## src/rtl/conv_engine_if.sv

```systemverilog
// Stream bundle for conv_engine: x and h sample inputs, y result output, busy flag.
// slave is the engine side, master is the producer/consumer side.
interface conv_engine_if #(
    parameter int DW = 8,
    parameter int OW = 16
);
    logic                 x_valid;
    logic                 x_ready;
    logic signed [DW-1:0] x_data;
    logic                 h_valid;
    logic                 h_ready;
    logic signed [DW-1:0] h_data;
    logic                 y_valid;
    logic                 y_ready;
    logic signed [OW-1:0] y_data;
    logic                 y_last;
    logic                 busy;

    modport slave (
        input  x_valid, x_data, h_valid, h_data, y_ready,
        output x_ready, h_ready, y_valid, y_data, y_last, busy
    );

    modport master (
        output x_valid, x_data, h_valid, h_data, y_ready,
        input  x_ready, h_ready, y_valid, y_data, y_last, busy
    );
endinterface

```

## src/rtl/conv_engine.sv

```systemverilog
// 8x8 full linear convolution, one MAC per cycle, results streamed as y[0..14].
// Optional macro CONV_SAT_EN: saturate y to the OW range instead of wrapping.
module conv_engine #(
    parameter int DW = 8,
    parameter int OW = 16
) (
    input  logic          clk,
    input  logic          rstn,
    conv_engine_if.slave  bus
);
    localparam int N  = 8;
    localparam int AW = 2*DW + 3;

    typedef enum logic [1:0] {LOAD, MAC, OUT} state_t;

    state_t r_state, w_next;

    logic signed [DW-1:0] r_x [N];
    logic signed [DW-1:0] r_h [N];
    logic [3:0]           r_xcnt, r_hcnt, r_n;
    logic [2:0]           r_k;
    logic signed [AW-1:0] r_acc;

    logic                   w_x_ready, w_h_ready, w_y_valid;
    logic                   w_x_fire, w_h_fire, w_y_fire, w_loaded, w_last_term;
    logic [2:0]             w_kend, w_kstart_nxt, w_hidx;
    logic [3:0]             w_n_nxt;
    logic signed [2*DW-1:0] w_prod;
    logic signed [AW-1:0]   w_prod_ext;
    logic signed [OW-1:0]   w_y;

    assign w_x_fire    = bus.x_valid && w_x_ready;
    assign w_h_fire    = bus.h_valid && w_h_ready;
    assign w_y_fire    = w_y_valid && bus.y_ready;
    assign w_loaded    = (r_xcnt == 4'd8) && (r_hcnt == 4'd8);

    // Term window for y[n] is k = max(0,n-7) .. min(n,7); h index n-k always fits 3 bits.
    assign w_kend       = (r_n < 4'd7) ? r_n[2:0] : 3'd7;
    assign w_n_nxt      = r_n + 4'd1;
    assign w_kstart_nxt = (w_n_nxt > 4'd7) ? (w_n_nxt[2:0] + 3'd1) : 3'd0;
    assign w_last_term  = (r_k == w_kend);
    assign w_hidx       = r_n[2:0] - r_k;

    assign w_prod     = r_x[r_k] * r_h[w_hidx];
    assign w_prod_ext = {{(AW-2*DW){w_prod[2*DW-1]}}, w_prod};

    always_ff @(posedge clk) begin
        if (!rstn) r_state <= LOAD;
        else       r_state <= w_next;
    end

    always_comb begin
        w_next    = r_state;
        w_x_ready = 1'b0;
        w_h_ready = 1'b0;
        w_y_valid = 1'b0;
        case (r_state)
            LOAD: begin
                w_x_ready = (r_xcnt < 4'd8);
                w_h_ready = (r_hcnt < 4'd8);
                if (w_loaded) w_next = MAC;
            end
            MAC: begin
                if (w_last_term) w_next = OUT;
            end
            OUT: begin
                w_y_valid = 1'b1;
                if (bus.y_ready) w_next = (r_n == 4'd14) ? LOAD : MAC;
            end
            default: w_next = LOAD;
        endcase
    end

    // Sample storage needs no reset: write indices gate what is ever read.
    always_ff @(posedge clk) begin
        if (r_state == LOAD) begin
            if (w_x_fire) r_x[r_xcnt[2:0]] <= bus.x_data;
            if (w_h_fire) r_h[r_hcnt[2:0]] <= bus.h_data;
        end
    end

    always_ff @(posedge clk) begin
        if (!rstn) begin
            r_xcnt <= 4'd0;
            r_hcnt <= 4'd0;
            r_n    <= 4'd0;
            r_k    <= 3'd0;
            r_acc  <= '0;
        end else begin
            case (r_state)
                LOAD: begin
                    if (w_x_fire) r_xcnt <= r_xcnt + 4'd1;
                    if (w_h_fire) r_hcnt <= r_hcnt + 4'd1;
                    if (w_loaded) begin
                        r_n   <= 4'd0;
                        r_k   <= 3'd0;
                        r_acc <= '0;
                    end
                end
                MAC: begin
                    r_acc <= r_acc + w_prod_ext;
                    if (!w_last_term) r_k <= r_k + 3'd1;
                end
                OUT: begin
                    if (w_y_fire) begin
                        r_acc <= '0;
                        if (r_n == 4'd14) begin
                            r_n    <= 4'd0;
                            r_k    <= 3'd0;
                            r_xcnt <= 4'd0;
                            r_hcnt <= 4'd0;
                        end else begin
                            r_n <= w_n_nxt;
                            r_k <= w_kstart_nxt;
                        end
                    end
                end
                default: ;
            endcase
        end
    end

`ifdef CONV_SAT_EN
    localparam logic signed [AW-1:0] SMAX = {{(AW-OW+1){1'b0}}, {(OW-1){1'b1}}};
    localparam logic signed [AW-1:0] SMIN = {{(AW-OW+1){1'b1}}, {(OW-1){1'b0}}};

    always_comb begin
        w_y = r_acc[OW-1:0];
        if (r_acc > SMAX)      w_y = SMAX[OW-1:0];
        else if (r_acc < SMIN) w_y = SMIN[OW-1:0];
    end
`else
    assign w_y = r_acc[OW-1:0];
`endif

    assign bus.x_ready = w_x_ready;
    assign bus.h_ready = w_h_ready;
    assign bus.y_valid = w_y_valid;
    assign bus.y_data  = w_y;
    assign bus.y_last  = w_y_valid && (r_n == 4'd14);
    assign bus.busy    = (r_state != LOAD);
endmodule

```

## src/flat_wrapper.sv

```systemverilog
// flat-port wrapper written by rule: the top's interface ports become plain ports
module conv_engine_flat 
#(
    parameter int DW = 8,
    parameter int OW = 16
)
  (clk, rstn, bus_x_valid, bus_x_data, bus_h_valid, bus_h_data, bus_y_ready, bus_x_ready, bus_h_ready, bus_y_valid, bus_y_data, bus_y_last, bus_busy);
  conv_engine_if #(.DW(DW), .OW(OW)) bus_i ();
  input  logic clk;
  input  logic rstn;
  input wire logic [$bits(bus_i.x_valid)-1:0] bus_x_valid;
  input wire logic [$bits(bus_i.x_data)-1:0] bus_x_data;
  input wire logic [$bits(bus_i.h_valid)-1:0] bus_h_valid;
  input wire logic [$bits(bus_i.h_data)-1:0] bus_h_data;
  input wire logic [$bits(bus_i.y_ready)-1:0] bus_y_ready;
  output wire logic [$bits(bus_i.x_ready)-1:0] bus_x_ready;
  output wire logic [$bits(bus_i.h_ready)-1:0] bus_h_ready;
  output wire logic [$bits(bus_i.y_valid)-1:0] bus_y_valid;
  output wire logic [$bits(bus_i.y_data)-1:0] bus_y_data;
  output wire logic [$bits(bus_i.y_last)-1:0] bus_y_last;
  output wire logic [$bits(bus_i.busy)-1:0] bus_busy;
  assign bus_i.x_valid = bus_x_valid;
  assign bus_i.x_data = bus_x_data;
  assign bus_i.h_valid = bus_h_valid;
  assign bus_i.h_data = bus_h_data;
  assign bus_i.y_ready = bus_y_ready;
  assign bus_x_ready = bus_i.x_ready;
  assign bus_h_ready = bus_i.h_ready;
  assign bus_y_valid = bus_i.y_valid;
  assign bus_y_data = bus_i.y_data;
  assign bus_y_last = bus_i.y_last;
  assign bus_busy = bus_i.busy;
  conv_engine #(.DW(DW), .OW(OW)) u_core (.clk(clk), .rstn(rstn), .bus(bus_i));
endmodule
```

## config.mk

```make
export PLATFORM = sky130hd
export DESIGN_NAME = conv_engine_flat
export DESIGN_NICKNAME = d
export VERILOG_FILES = /design/src/rtl/conv_engine_if.sv /design/src/rtl/conv_engine.sv /design/src/flat_wrapper.sv
export SDC_FILE = /design/constraint.sdc
export NUM_CORES = 1
export LEC_CHECK = 0
export CAP_MARGIN = 20
export CELL_PAD_IN_SITES_DETAIL_PLACEMENT = 0
export CELL_PAD_IN_SITES_GLOBAL_PLACEMENT = 1
export CORE_MARGIN = 5
export CORE_UTILIZATION = 50
export CTS_CLUSTER_DIAMETER = 50
export CTS_CLUSTER_SIZE = 16
export DETAILED_ROUTE_END_ITERATION = 7
export PLACE_DENSITY_LB_ADDON = 0.1
export SLEW_MARGIN = 20
export SYNTH_ARGS = -nofsm -noshare
export SYNTH_HDL_FRONTEND = slang
export SYNTH_SLANG_ARGS = --single-unit
```

## constraint.sdc

```tcl
create_clock -name clk -period 7.43 [get_ports clk]
set_clock_uncertainty 0.1 [all_clocks]
set_input_delay 1.1145 -clock clk [delete_from_list [all_inputs] [get_ports clk]]
set_output_delay 1.1145 -clock clk [all_outputs]
set_load 0.01 [all_outputs]
```

==> results.yml <==
run_status:
  status: "complete, no violations"
cells_and_area:
  n_antenna_cell: 0
  syn2layout_area_growth_pct: 14.2
  nets: 948
  drive_gt1_share_pct: 14.2
  filler_cell_count: 1620
  final_cells: 1083
clocking:
  cts-htree-levels: 4
  clkTransAtPathRegs_ns: 0.07
  cts_buffers: 17
  clock-root-buffer: "clkbuf_16"
  clk_latency_ns: 0.43
  cts_hold_buffers: 0
  clockBufferDepth: 2
  cts_tree: "yes"
  cts.sinks: 164
sta:
  whs_ns: 0.377
  grt_setup_unrepaired: "no"
  min_period_ns: 6.87
  tns_ns: 0
  finalMaxSlewViolations: 0
  slew_headroom_pct: 31.1
  setup_slack_ns: 0.559
  post-route-period-util_pct: 92.5
  fmax_mhz: 146
  tightest_slew_ns: 1.03
  setup_violations: 0
  hold_viol: 0
setup_path:
  start_kind: "flip-flop"
  cp_num_buf_inv: 5
  slowest_delay_ns: 0.65
  critical-path-top-delay-family: "adder cells"
  regToRegStartpoint: "u_core.r_n[0]"
  critPathKind: "reg2reg"
  cp-end-kind: "flip-flop"
  worstPathCellList: "inv_1, ha_1, inv_1, fa_1, xnor2_4, inv_4, mux4_2, mux2i_4, nor2_1, fa_1, inv_1, fa_1, inv_1, fa_1, fa_1, ha_1, ha_1, a211o_1, or4_1, o211ai_1, mux2i_1, a31o_2"
  worstPathArrival_ns: 7.09
  critical_path_required_ns: 7.65
  cpMaxStageDelayCell: "fa_1"
  startpoint: "u_core.r_n[0]"
  path_max_fanout: 8
  crit_top_cell: "fa_1"
logic_synthesis:
  synthesis.area_sq_um: 9830
  ys.flop_type: "edfxtp_1"
  async_flop_share_pct: 0
  ys_ff_latch: 164
  synth_edf_count: 128
  yosysWarnings: 0
  synth_nets: 892
  synth_cells: 749
  netlist.area_leader.share_pct: 39.1
  yosys-top-cells-count: "128 x edfxtp_1, 90 x inv_1, 73 x fa_1"
  synth.area.top_cells: "edfxtp_1 39%, fa_1 15%, dfxtp_1 7.3%, mux4_2 7.1%, ha_1 6.2%"
  synthMostInstantiatedCell: "edfxtp_1"
  synthDistinctLibCells: 58
  synth_area_leader_cell: "edfxtp_1"
  ys_seq_area_share_pct: 46.5
  avgSynthCellArea_sq_um: 13.1
routing:
  routed_via_density: 5.36
  vias: 5804
  ant_nets: 0
  avgRoutedWirePerCell_um: 18.4
  drt-pass1-iter-count: 4
  drtIter0Drc: 391
  drt_wl_total_mm: 19.9
  remaining_drc_errors: 0
global_routing:
  grt_pass1_vias: 6307
  grt_max_degree: 44
  grt_use_total_pct: 19.4
  antenna_found_initial: 0
  globalRouteOverflowTotal: 0
  grt_pass1_wl_mm: 33.0
placement:
  dp_cells: 1047
  globalplace.congestion: 0.816
  port_buffers: 41
  dp_hpwl_mm: 14.8
  place_ws_ns: 0.332
worst_hold_path:
  hold_path_startpoint: "u_core.r_acc[5]"
  hold_path_class: "reg2reg"
floorplan:
  die_x_um: 150
  fp.dieH_um: 150
  ioPinCount: 42
  design.die.area_sq_um: 22600
  start_util_pct: 50.7
  fp-row-count: 51
  core_sq_um: 19400
job:
  max_cap_viol_count: 0
==> cells in the final DEF, fill, tap and decap left out, drive strengths merged, types with 9 or more instances in the layout <==
cell	instances
dfxtp	36
mux4	32
nor2	53
or2	25
xnor2	16
o21ai	19
buf	20
a21oi	12
nor2b	15
fa	73
clkbuf	18
clkdlybuf4s50	41
ha	49
nand3	26
nand2b	9
edfxtp	128
a21boi	17
inv	100
mux2i	23
nand2	36
==> worst register-to-register path: stages, from the launching register on <==
cell and delay, ns:
dfxtp_1 0.37, inv_1 0.10, ha_1 0.14, inv_1 0.05, fa_1 0.44, xnor2_4 0.22
inv_4 0.16, mux4_2 0.55, mux2i_4 0.28, nor2_1 0.11, fa_1 0.65, inv_1 0.15
fa_1 0.55, inv_1 0.05, fa_1 0.50, fa_1 0.49, ha_1 0.31, ha_1 0.35
a211o_1 0.28, or4_1 0.39, o211ai_1 0.21, mux2i_1 0.11, a31o_2 0.21
==> cell type report <==
type                    count  area (sq um)  share of cell area (%)
well taps                 265           332                    2.95
multi-input cells         469          4820                    42.9
repair buffers             61           573                    5.11
clock buffers              18           429                    3.82
flip-flops and latches    164          4560                    40.7
clock inverters            14           158                    1.40
inverters                  92           348                    3.10
==> cell families (layout without fill, tap and decap cells) <==
group / after synthesis / count (layout) / share of synthesized area (%)
multiplexers: 55 / 55 / 10.5
XOR/XNOR: 20 / 20 / 2.05
buffers and inverters: 116 / 185 / 4.70
flip-flops: 164 / 164 / 46.5
AO/OA/AOI/OAI: 75 / 75 / 5.11
adder cells (fa/ha/maj): 122 / 122 / 21.1
AND/OR/NAND/NOR: 197 / 197 / 10.1
==> worst paths after layout <==
kind / to / slack [ns] / depth (start not counted)
setup / recovery: u_core.r_acc[14] / 0.56 / 22
hold / removal: u_core.r_acc[5] / 0.38 / 2
setup reg to reg: u_core.r_acc[14] / 0.56 / 22
hold reg to reg: u_core.r_acc[5] / 0.38 / 2
==> through the flow <==
stage	util [%]	instance area (sq um)
after floorplan	-	9830
after global placement	54.6	10600
after detailed placement	54.6	10600
after CTS	57.7	11200
after global routing	57.9	11200
final	57.9	11200
==> registers in the layout (all words and copies together) (netlist names), named ones only <==
| signal | flops |
|---|---|
| u_core.r_acc | 16 |
| u_core.r_h | 64 |
| u_core.r_hcnt | 4 |
| u_core.r_k | 3 |
| u_core.r_n | 4 |
| u_core.r_state | 2 |
| u_core.r_x | 64 |
| u_core.r_xcnt | 4 |
==> what timing repair did <==
item | CTS | global route
endpoints found under the setup margin | 0 | 2
resized for setup | 0 | 2
buffers inserted | 0 | 4
hold endpoints to repair | 0 | 0
==> layer usage <==
| layer | vias to the layer above | track usage [%] | share of wire [%] |
|---|---|---|---|
| li1 | 2745 | - | - |
| met1 | 2920 | 25.4 | 42 |
| met2 | 123 | 33.2 | 51 |
| met3 | 16 | 4.06 | 5.8 |
| met4 | 0 | 4.67 | 0.99 |
| met5 | - | 0 | 0 |
Power is not shown: default switching activity piles up to over one toggle a cycle in this logic, so the estimate is an artifact.
